`config.mk`:
```
export PLATFORM = sky130hd
export DESIGN_NAME = adc_chan_avg
export DESIGN_NICKNAME = d
export VERILOG_FILES = /design/src/rtl/adc_pkg.sv /design/src/rtl/sync_fifo.sv /design/src/rtl/adc_chan_avg.sv
export SDC_FILE = /design/constraint.sdc
export NUM_CORES = 1
export LEC_CHECK = 0
export CAP_MARGIN = 20
export CORE_MARGIN = 10
export CORE_UTILIZATION = 51
export DETAILED_ROUTE_END_ITERATION = 10
export PLACE_DENSITY = 0.8
export SLEW_MARGIN = 20
export SYNTH_ARGS = -nofsm -noshare
export SYNTH_HDL_FRONTEND = slang
export SYNTH_SLANG_ARGS = --single-unit
```
`constraint.sdc`:
```
create_clock -name clk -period 2.9 [get_ports clk]
set_input_delay 0.725 -clock clk [delete_from_list [all_inputs] [get_ports clk]]
set_output_delay 0.725 -clock clk [all_outputs]
set_load 0.03 [all_outputs]
```
`src/rtl/adc_pkg.sv`:
```
// Shared widths and the packed result word {chan, data} used between the
// averager and its result FIFO.
package adc_pkg;
    localparam int ADC_W  = 16;
    localparam int CHAN_W = 3;
    localparam int N_CHAN = 8;

    typedef struct packed {
        logic [CHAN_W-1:0] chan;
        logic [ADC_W-1:0]  data;
    } result_t;

    localparam int RESULT_W = $bits(result_t);
endpackage

```
`src/rtl/sync_fifo.sv`:
```
// First-word-fall-through synchronous FIFO. A write into a full FIFO is
// accepted only when a read retires the head in the same cycle.
module sync_fifo #(
    parameter int WIDTH = 19,
    parameter int DEPTH = 8
) (
    input  logic                   clk,
    input  logic                   rst_l,
    input  logic                   wr_en,
    input  logic [WIDTH-1:0]       wr_data,
    input  logic                   rd_en,
    output logic [WIDTH-1:0]       rd_data,
    output logic                   full,
    output logic                   empty,
    output logic [$clog2(DEPTH):0] count
);
    localparam int PW = $clog2(DEPTH);

    logic [WIDTH-1:0] mem_q [DEPTH];
    logic [PW-1:0]    wptr_q, rptr_q;
    logic [PW:0]      count_q, count_d;
    logic             do_rd, do_wr;

    assign empty   = (count_q == '0);
    assign full    = (count_q == (PW+1)'(DEPTH));
    assign do_rd   = rd_en && !empty;
    assign do_wr   = wr_en && (!full || do_rd);
    assign count   = count_q;
    // Empty head reads as zero so the output port has a defined reset value.
    assign rd_data = empty ? '0 : mem_q[rptr_q];

    always_comb begin
        count_d = count_q;
        case ({do_wr, do_rd})
            2'b10:   count_d = count_q + 1'b1;
            2'b01:   count_d = count_q - 1'b1;
            default: count_d = count_q;
        endcase
    end

    always_ff @(posedge clk) begin
        if (do_wr) mem_q[wptr_q] <= wr_data;
    end

    always_ff @(posedge clk or negedge rst_l) begin
        if (!rst_l) begin
            wptr_q  <= '0;
            rptr_q  <= '0;
            count_q <= '0;
        end else begin
            if (do_wr) wptr_q <= wptr_q + 1'b1;
            if (do_rd) rptr_q <= rptr_q + 1'b1;
            count_q <= count_d;
        end
    end
endmodule

```
`src/rtl/adc_chan_avg.sv`:
```
// Per-channel decimating averager: sums 2^AVG_LOG2 samples per channel and
// queues the floor-mean of each block into a result FIFO.
module adc_chan_avg
    import adc_pkg::*;
#(
    parameter int AVG_LOG2   = 4,
    parameter int FIFO_DEPTH = 8
) (
    input  logic                        clk,
    input  logic                        rst_l,
    input  logic                        s_valid,
    input  logic [ADC_W-1:0]            s_data,
    input  logic [CHAN_W-1:0]           s_chan,
    input  logic                        op_mode,
    output logic                        m_valid,
    input  logic                        m_ready,
    output logic [ADC_W-1:0]            m_data,
    output logic [CHAN_W-1:0]           m_chan,
    output logic [$clog2(FIFO_DEPTH):0] fill,
    output logic                        ovf,
    input  logic                        clr_ovf
);
    localparam int ACC_W = ADC_W + AVG_LOG2;
    localparam int CNT_W = (AVG_LOG2 > 0) ? AVG_LOG2 : 1;
    localparam logic [CNT_W-1:0] CNT_LAST = CNT_W'((1 << AVG_LOG2) - 1);

    logic signed [ACC_W-1:0] acc_q [N_CHAN];
    logic signed [ACC_W-1:0] acc_d [N_CHAN];
    logic [CNT_W-1:0]        cnt_q [N_CHAN];
    logic [CNT_W-1:0]        cnt_d [N_CHAN];
    logic                    mode_q;
    logic                    push_q, push_d;
    result_t                 push_word_q, push_word_d;
    logic                    ovf_q, ovf_d;

    logic                    accept, mode_fall, blk_done;
    logic signed [ACC_W-1:0] samp_ext, sum;
    logic [ADC_W-1:0]        mean;
    result_t                 head;
    logic                    fifo_full, fifo_empty, pop, drop;

    always_comb begin
        samp_ext  = ACC_W'(signed'(s_data));
        sum       = acc_q[s_chan] + samp_ext;
        mean      = ADC_W'(sum >>> AVG_LOG2);
        accept    = s_valid && op_mode;
        mode_fall = mode_q && !op_mode;
        blk_done  = accept && !mode_fall && (cnt_q[s_chan] == CNT_LAST);

        acc_d = acc_q;
        cnt_d = cnt_q;
        if (mode_fall) begin
            for (int i = 0; i < N_CHAN; i++) begin
                acc_d[i] = '0;
                cnt_d[i] = '0;
            end
        end else if (accept) begin
            if (blk_done) begin
                acc_d[s_chan] = '0;
                cnt_d[s_chan] = '0;
            end else begin
                acc_d[s_chan] = sum;
                cnt_d[s_chan] = cnt_q[s_chan] + 1'b1;
            end
        end

        push_d           = blk_done;
        push_word_d.chan = s_chan;
        push_word_d.data = mean;

        pop   = m_valid && m_ready;
        drop  = push_q && fifo_full && !pop;
        ovf_d = drop ? 1'b1 : (clr_ovf ? 1'b0 : ovf_q);
    end

    always_ff @(posedge clk or negedge rst_l) begin
        if (!rst_l) begin
            for (int i = 0; i < N_CHAN; i++) begin
                acc_q[i] <= '0;
                cnt_q[i] <= '0;
            end
            mode_q      <= 1'b0;
            push_q      <= 1'b0;
            push_word_q <= '0;
            ovf_q       <= 1'b0;
        end else begin
            acc_q       <= acc_d;
            cnt_q       <= cnt_d;
            mode_q      <= op_mode;
            push_q      <= push_d;
            push_word_q <= push_word_d;
            ovf_q       <= ovf_d;
        end
    end

    sync_fifo #(
        .WIDTH (RESULT_W),
        .DEPTH (FIFO_DEPTH)
    ) u_fifo (
        .clk     (clk),
        .rst_l   (rst_l),
        .wr_en   (push_q),
        .wr_data (push_word_q),
        .rd_en   (pop),
        .rd_data (head),
        .full    (fifo_full),
        .empty   (fifo_empty),
        .count   (fill)
    );

    assign m_valid = !fifo_empty;
    assign m_data  = head.data;
    assign m_chan  = head.chan;
    assign ovf     = ovf_q;
endmodule

```
**After elaboration in Yosys (flattened, before gate mapping)**

Memories as Yosys holds them, arrays and structs flattened.
Index checks and enable logic that the tools add are counted.

- Register bits after elaboration: 224
- Memory bits (writable): 152
- Input port bits: 25
- Output and inout port bits: 25
- Word-level logic and storage cells: 86
- Memories: 1

- Add/sub/neg operators: 6
- $lt $le $gt $ge: 2
- Eq/ne operators: 4
- Multiplexer cells: 24
- Bitwise operators: 5
- Reductions and logical operators: 20

Memory list:

| memory | depth | bits a word | rd ports | clocked after Yosys merged registers in | wr ports | RTL line | source |
|---|---|---|---|---|---|---|---|
| u_fifo.mem_q | 8 | 19 | 1 | 0 | 1 | sync_fifo.sv:19 | `logic [WIDTH-1:0] mem_q [DEPTH];` |

Operator list:

| operator | number |
|---|---|
| 2-to-1 mux 160 bit | 3 |
| AND 160 bit | 1 |
| bitwise mux 160 bit | 1 |
| inverter 160 bit | 1 |
| 2-to-1 mux 32 bit | 3 |
| binary-select mux 20 bit (select 3 bit) | 1 |
| demux 20 bit (select 3 bit) | 1 |
| 2-to-1 mux 20 bit | 3 |
| AND 32 bit | 1 |
| bitwise mux 32 bit | 1 |
| inverter 32 bit | 1 |
| adder 20 x 16 -> 20 bit | 1 |
| 2-to-1 mux 19 bit | 1 |
| binary-select mux 4 bit (select 3 bit) | 1 |
| demux 4 bit (select 3 bit) | 1 |
| 2-to-1 mux 4 bit | 3 |
| logical AND 1 bit | 10 |
| adder 4 x 1 -> 4 bit (second input constant) | 2 |
| == test 4 bit (second input constant) | 2 |
| case mux 4 bit (2 select lines) | 1 |
| adder 3 x 1 -> 3 bit (second input constant) | 2 |
| nonzero test 2 bit | 3 |
| zero test 1 bit | 5 |
| greater-or-equal comparator 4 bit (second input constant) | 1 |
| other kinds (8) | 11 |

**Logic depth before layout (Yosys ltp)**

Gate-level depths: netlist of run 1.

- Depth in word-level cells: 10
- Depth in mapped cells: 17
- Mapped depth without buffers: 14

**By module**

From an unflattened synthesis of run 1, not the netlist that was laid out.

- Cell total of the unflattened synthesis: 1351
- Area, all modules: 16729.8 sq um

By module, submodules not included:

| module | times used | cells an instance | area each (sq um) |
|---|---|---|---|
| adc_chan_avg | 1 | 1031 | 10262.3 |
| sync_fifo | 1 | 320 | 6467.5 |

**Worst setup path before layout of run 1**

No wires, ideal clock.

- Path type: input -> register
- Start: input port s_chan[1]
- End: register acc_q[116] (netlist bit)
- Arrival: 4.110 ns
- Data required time: 2.759 ns
- Path slack: -1.351 ns
- Stages: 16
- Buffers on the path: 3
- Path through: buf_2 > buf_2 > nor3_1 > clkbuf_1 > a22oi_1 > nand4_1 > ha_1 > inv_1 > fa_1 > nor2b_1 > o2111a_1 > o21ai_1 > o311ai_2 > a41oi_1 > xor2_1 > o21ai_0

- Cells in the longest elaborated chain, start to end: 10

Ends and longest elaborated chain:

| item | RTL line | source |
|---|---|---|
| from (decl) | adc_chan_avg.sv:13 | `input logic [CHAN_W-1:0] s_chan,` |
| inverter 3 -> 4 bit (not written as such) * | - |  |
| parallel branches: the longest is 6 deep, another holds adder 20 x 16 -> 20 bit | - |  |
| 2-to-1 mux 160 bit * | adc_chan_avg.sv:58 | `if (blk_done) begin` |
| 2-to-1 mux 160 bit * | adc_chan_avg.sv:57 | `end else if (accept) begin` |
| 2-to-1 mux 160 bit * | adc_chan_avg.sv:52 | `if (mode_fall) begin` |
| to (signal, indexed assignment) | adc_chan_avg.sv:79 | `acc_q[i] <= '0;` |
| to (signal assigned) | adc_chan_avg.sv:87 | `acc_q <= acc_d;` |
| to (decl) | adc_chan_avg.sv:27 | `logic signed [ACC_W-1:0] acc_q [N_CHAN];` |

Every way passes the cells marked *. The select of a mux whose other input is x is not followed.
A chain may end at the register's enable or synchronous reset.

**Worst setup path in the final report of run 1**

- Start: input port s_chan[0]
- End: register acc_q[78] (netlist bit)

RTL lines:

| item | RTL line | source |
|---|---|---|
| inverter 3 -> 4 bit (not written as such) | adc_chan_avg.sv:44 | `sum = acc_q[s_chan] + samp_ext;` |
| binary-select mux 20 bit (select 3 bit) | adc_chan_avg.sv:44 |  |
| 2-to-1 mux 20 bit (not written as such) (2 in series) | adc_chan_avg.sv:44 |  |
| adder 20 x 16 -> 20 bit | adc_chan_avg.sv:44 |  |
| via sum[18] | adc_chan_avg.sv:37 | `logic signed [ACC_W-1:0] samp_ext, sum;` |
| bitwise mux 160 bit | adc_chan_avg.sv:62 | `acc_d[s_chan] = sum;` |
| 2-to-1 mux 160 bit | adc_chan_avg.sv:58 |  |
| 2-to-1 mux 160 bit | adc_chan_avg.sv:57 |  |
| 2-to-1 mux 160 bit | adc_chan_avg.sv:52 |  |

The timed path passes the listed nets, and every way through them passes these cells. The select of a mux whose other input is x is not followed.

==> run metrics, run 1 <==
Reg power frac 0.379; DRT Wirelength 52400 µm; clock power share 0.329; clk_lat worst skew 0.54 ns; Layout Nets 1503; area delta synth->final 36.0%; status finished with violations; RSZ-0062 raised after global routing yes; synth cell count leaders dfrtp_1, edfxtp_1, a22o_1; minimum clock period 3.53 ns; total die area 39200 µm²; Hold Fails Final Rpt 0; Syn. warnings 0; post-synth net total 1234; number of synthesized flops with an enable pin 152; Worst-Margin Slew 0.658 ns; area occupied by multi-input gates 6790 µm²; DR vias 12500; largest net degree at the start of global routing 92; vias in the first global route 12900; clk slew on worst S/H paths 0.06 ns; cts bufs inserted 39; Total Power 16.2 mW; R2R Path Start acc_q[140]; hold depth 2; layout cell share with drive strength beyond 1 0.363; register cell area after layout 10200 µm²; die height 198 µm; Setup WS pre-CTS -1.47 ns; flop-to-flop setup slack -0.22 ns; Placed Instance Area 18700 µm²; FF-to-FF End acc_q[78]; Clock Path Buffers 3; hpwl dp 28000 µm; worst hold path class reg2reg; H-tree depth 2; DR DRC count 0; switching part of the total power 0.307; Unique masters post-synth 65; Vias/cell 6.62; Hold WS 0.476 ns; setup TNS -40.79 ns; post-synthesis sequential area ratio 0.629; Detail Route Antenna Nets 0; row count 65; Congestion Overflow GR 0; WL met3 4690 µm; HP Start cnt_q[8]; post-route setup slack -0.626 ns; Final Non-Filler Cells 1882; Synth Flop Type dfrtp_1; fillers 1893; critical path arrival 3.99 ns; combinational power share 0.292; Placed Cells 1738; Yosys top cell area share 0.347; core area 31400 µm²; Setup Skew 0.0164 ns; Finished Core Util 0.700; failing checks negative setup slack; GR Util All Layers 0.251; final period utilization 1.22; diode count 0; initial antenna violation count 0; Critical Path RT 3.36 ns; clock tree sinks 376; Rel. slew slack 0.562; Lkg Pwr 9.07 nW; Peak VDD IR 0.477 mV; Yosys top cell by area dfrtp_1; critical path launch point type input pin; Post-synth ARST share 0.596; critical path type in2reg; count of pins over their slew limit 0; Hold Path End cnt_q[8]; most common cell in the netlist dfrtp_1; endpoint class of the critical path flip-flop; Net Sw Power 4.98 mW; TritonRoute pass-1 iters 6; Port-buffer cells 49; initial drt markers 1499; clock root cell clkbuf_16; Pwr Density 737 nW/µm²; Netlist Area Pre-Place 16200 µm²; synthesized area per cell 13.7 µm²; endpoints failing setup 139; first-pass GRT wire length 75600 µm; Die X-Extent 198 µm; CTS tree built; worst-path maximum fanout 6; top routing layer used met4; synth top area cells dfrtp_1, edfxtp_1, a22o_1, mux4_2, a22oi_1; GPL Wtd Cong 0.932; # Max-Cap Violations 0; Max Clk Rate 284 MHz; DR WL/cell 27.9 µm; Syn Inst Count 1182; io pins 50; Seq cells post-synth 376; wl on met1 19500 µm; Final Instance Area 22000 µm²; Internal 11.2 mW; Initial Util 0.515; FF-to-FF path depth 14; DR WL met2 25800 µm
[power by group through the flow]
stage               logic (mW)  registers, mW  clock network [mW]
finish                    4.73           6.14                5.33
detailed placement        3.69           6.21                   0
global placement          3.61           6.18                   0
floorplan                 2.29           6.17                   0
global route              4.95           6.17                5.54
CTS                       4.44           6.13                5.30
[layout by cell type, fill, tap and decap left out, drive strengths merged, types with 7 or more instances in the layout]
cell,count
a21o,9
a21oi,46
a22o,117
a22oi,76
and2,10
buf,260
clkbuf,55
clkdlybuf4s50,26
clkinv,9
dfrtp,224
edfxtp,152
ha,25
inv,22
mux2i,24
mux4,44
nand2,102
nand3,21
nand4,20
nor2,65
nor2b,7
nor3,12
o21ai,52
o31ai,9
xnor2,21
xor2,11
[registers in the layout (all words and copies together) (netlist names)]
signal,count
acc_q,160
cnt_q,32
mode_q,1
ovf,1
push_q,1
push_word_q,19
u_fifo.count,4
u_fifo.mem_q,152
u_fifo.rptr_q,3
u_fifo.wptr_q,3
[worst max-delay path: stages]
cell and delay (ns):
buf_8 0.11, buf_8 0.14, nor3b_4 0.29, buf_6 0.17, a22oi_2 0.06, nand4_1 0.11, ha_2 0.20, inv_2 0.04
fa_2 0.37, nor2b_4 0.14, o2111a_2 0.28, o21ai_4 0.09, o311ai_4 0.41, buf_4 0.20, a2111oi_4 0.07, nor3_4 0.25
buf_6 0.16, a22o_1 0.17
[worst max-delay path by stage]
stage               startpoint    endpoint  slack [ns]  depth (start not counted)
floorplan            s_chan[0]  acc_q[116]       -0.82                         16
detailed placement   s_chan[0]   acc_q[56]       -1.47                         17
CTS                  s_chan[1]   acc_q[78]       -0.45                         17
global route         s_chan[0]   acc_q[78]       -0.62                         18
global placement     s_chan[0]   acc_q[78]       -1.44                         15
finish               s_chan[0]   acc_q[78]       -0.63                         18
[metal layers]
| layer | up-vias | global-route usage |
|---|---|---|
| met5 | - | 0 |
| met4 | 0 | 0.112 |
| met3 | 210 | 0.0538 |
| met2 | 869 | 0.418 |
| met1 | 6295 | 0.309 |
| li1 | 5093 | - |
[cell type report]
cell class | instances | share of cell area
Sequential cell | 376 | 0.463
Multi-Input combinational cell | 724 | 0.309
Timing Repair Buffer | 291 | 0.140
Clock buffer | 51 | 0.0497
Tap cell | 402 | 0.0229
Clock inverter | 19 | 0.0119
Inverter | 19 | 0.00347
[timing repair]
action	4_1_cts	5_1_grt
pin swaps	75	105
buffers inserted	41	24
hold buffers	1	0
setup endpoints to repair	228	193
resized for setup	146	108
hold endpoints to repair	12	0
cloned	15	8
[logic make-up after synthesis]
logic type,after synthesis,synth area share
compound gates,334,0.151
buf+inv,91,0.0262
flops,376,0.629
mux,74,0.0806
fa+ha+maj,27,0.0218
xor+xnor,24,0.0139
simple gates,256,0.0772
Note: power is estimated with default switching activity, not from simulation.
==> inputs of run 2 (changes only) <==
SETUP_SLACK_MARGIN = 0.3   (was not set)
==> run 2 against run 1 <==
Effect of this change:
- the run still ends with negative setup slack left
- critical endpoint is now acc_q[118]
- non-clock buffer count up 8
- critical path depth unchanged
- core utilization down 0.18 points
- largest cell class unchanged
==> run metrics, run 2 (synthesis results as in run 1) <==
Port-buffer cells 49 (unchanged); total die area 39200 µm² (unchanged); CP peak stage delay 0.42 ns (about the same); H-tree depth 2 (unchanged); Final Non-Filler Cells 1887 (+0.27%); Rel. slew slack 0.544 (-0.0172); Congestion Overflow GR 0 (unchanged); post-route setup slack -0.564 ns (+0.0614 ns); Peak VDD IR 0.540 mV (+13%); Largest Register acc_q; max reg flops 160 (unchanged); # Max-Cap Violations 0 (unchanged); fillers 1906 (+0.69%); leading cell types in the layout, fill and taps excluded dfrtp_1, buf_4, edfxtp_1; io pins 50 (unchanged); Vias/cell 6.57 (-0.80%); critical path type in2reg; final period utilization 1.19 (-0.0212); die height 198 µm (unchanged); Setup WS pre-CTS -1.64 ns (-0.163 ns); Worst-Margin Slew 0.683 ns (+0.0258 ns); Max Clk Rate 289 MHz (+1.8%); vias in the first global route 12800 (-1.2%); Finished Core Util 0.698 (-0.00179); RSZ-0062 raised after global routing yes; Total Power 15.8 mW (-2.7%); DR WL/cell 26.9 µm (-3.4%); Layout Nets 1507 (+0.27%); Net Sw Power 4.82 mW (-3.2%); first-pass GRT wire length 75700 µm (+0.18%); status finished with violations; setup TNS -37.38 ns (+3.41 ns); GR Util All Layers 0.251 (about the same); critical path arrival 3.89 ns (-0.10 ns); initial drt markers 1462 (-2.5%); Top Registers acc_q (160), u_fifo.mem_q (152), cnt_q (32); Die X-Extent 198 µm (unchanged); Pwr Density 719 nW/µm² (-2.5%); DR DRC count 0 (unchanged); GPL Wtd Cong 0.899 (-3.5%); initial antenna violation count 1 (+1); largest net degree at the start of global routing 85 (-7.6%); Hold Fails Final Rpt 0 (unchanged); Reg power frac 0.392 (+0.013); endpoint class of the critical path flip-flop; clock root cell clkbuf_16; endpoints failing setup 144 (+3.6%); count of pins over their slew limit 0 (unchanged); failing checks negative setup slack; Initial Util 0.515 (unchanged); row count 65 (unchanged); switching part of the total power 0.306 (-0.00143); cts hold-fix bufs 0 (-1); DRT Wirelength 50800 µm (-3.1%); Critical Path RT 3.33 ns (-0.03 ns); layout cell share with drive strength beyond 1 0.370 (+0.00753); clk slew on worst S/H paths 0.07 ns (about the same); CTS tree built; minimum clock period 3.46 ns (-0.0614 ns); cts bufs inserted 39 (unchanged); clk_lat worst skew 0.55 ns (about the same); CP dominant cell by count buf_6; core area 31400 µm² (unchanged); crit-path cells buf_6, buf_8, buf_6, nor3b_4, buf_6, buf_4, a22oi_2, nand4_1, ha_4, a21oi_1, o21ai_0, nand3_1, o311ai_4, buf_6, a2111oi_4, nor3_4, buf_6, a22o_4; Internal 10.9 mW (-2.5%); hpwl dp 28200 µm (+0.75%); Detail Route Antenna Nets 0 (unchanged); TritonRoute pass-1 iters 5 (-1); critical path launch point type input pin; diode count 0 (unchanged); worst-path maximum fanout 7 (+1); worst hold path class in2async; area delta synth->final 35.6%; DR vias 12400 (-0.54%); clock power share 0.325 (-0.004); Clock Path Buffers 3 (unchanged); commonest non-fill, non-tap cell in the layout dfrtp_1; Setup Skew 0.0260 ns (+0.00954 ns); Placed Cells 1740 (+0.12%); slowest CP cell a2111oi_4; clock tree sinks 376 (unchanged); Lkg Pwr 9.09 nW (+0.20%); combinational power share 0.283 (-0.009)
run 2: worst paths after layout:
check | slack, ns | cells after the start | end | startpoint
worst max-delay path | -0.56 | 18 | acc_q[118] | s_chan[1]
worst min-delay path | 0.17 | 1 | acc_q[45] | rst_l
worst max register to register | -0.17 | 14 | acc_q[118] | acc_q[120]
worst min register to register | 0.47 | 1 | u_fifo.rptr_q[2] | u_fifo.rptr_q[2]
max in group asynchronous | 1.92 | 2 | cnt_q[14] | rst_l
min in group clk | 0.47 | 1 | u_fifo.rptr_q[2] | u_fifo.rptr_q[2]
run 2: power by group through the flow:
stage	combinational (mW)	clock, mW	sequential, mW
3_3_place_gp	3.65	0	6.19
2_1_floorplan	2.29	0	6.17
6_report	4.47	5.12	6.17
5_1_grt	4.70	5.37	6.20
4_1_cts	4.12	5.12	6.13
3_5_place_dp	3.73	0	6.22
run 2: timing repair:
action                                 CTS  global route
endpoints found under the hold margin    0             0
cloned                                  11             7
setup endpoints to repair              229           222
setup buffers                           44            14
resized for setup                      174            61
pin swaps                               83            51
run 2: critical path, delay by kind of cell:
kind,cells,cell delay (ns)
and+or+nand+nor,4,0.74
adders and majority gates,1,0.24
AOI/OAI and AO/OA,6,1.17
buffers and inverters,7,0.99
run 2: area by class of cell:
cell class                      instances  area, µm²  share of cell area
Multi-Input combinational cell        719       6650               0.303
Timing Repair Buffer                  299       3190               0.146
Timing Repair inverter                  1       8.76            0.000400
Clock buffer                           51       1080              0.0494
Sequential cell                       376      10200               0.464
Clock inverter                         20        229              0.0104
Inverter                               19       78.8             0.00360
Tap cell                              402        503              0.0230
run 2: stage by stage:
stage | instance area [µm²] | hold WS [ns]
final | 21900 | 0.173
after global routing | 21900 | 0.215
after CTS | 21400 | 0.201
after detailed placement | 18900 | 0.463
after global placement | 18900 | 0.452
after floorplan | 16600 | 0.429
run 2: layer usage:
layer / track usage / wire length [µm] / part of all wire / up-vias
met3: 0.0565 / 4810 / 0.095 / 232
met1: 0.315 / 18600 / 0.37 / 6237
met2: 0.416 / 24700 / 0.49 / 813
met5: 0 / 11 / 0.00022 / -
met4: 0.0988 / 2650 / 0.052 / 2
li1: - / - / - / 5116
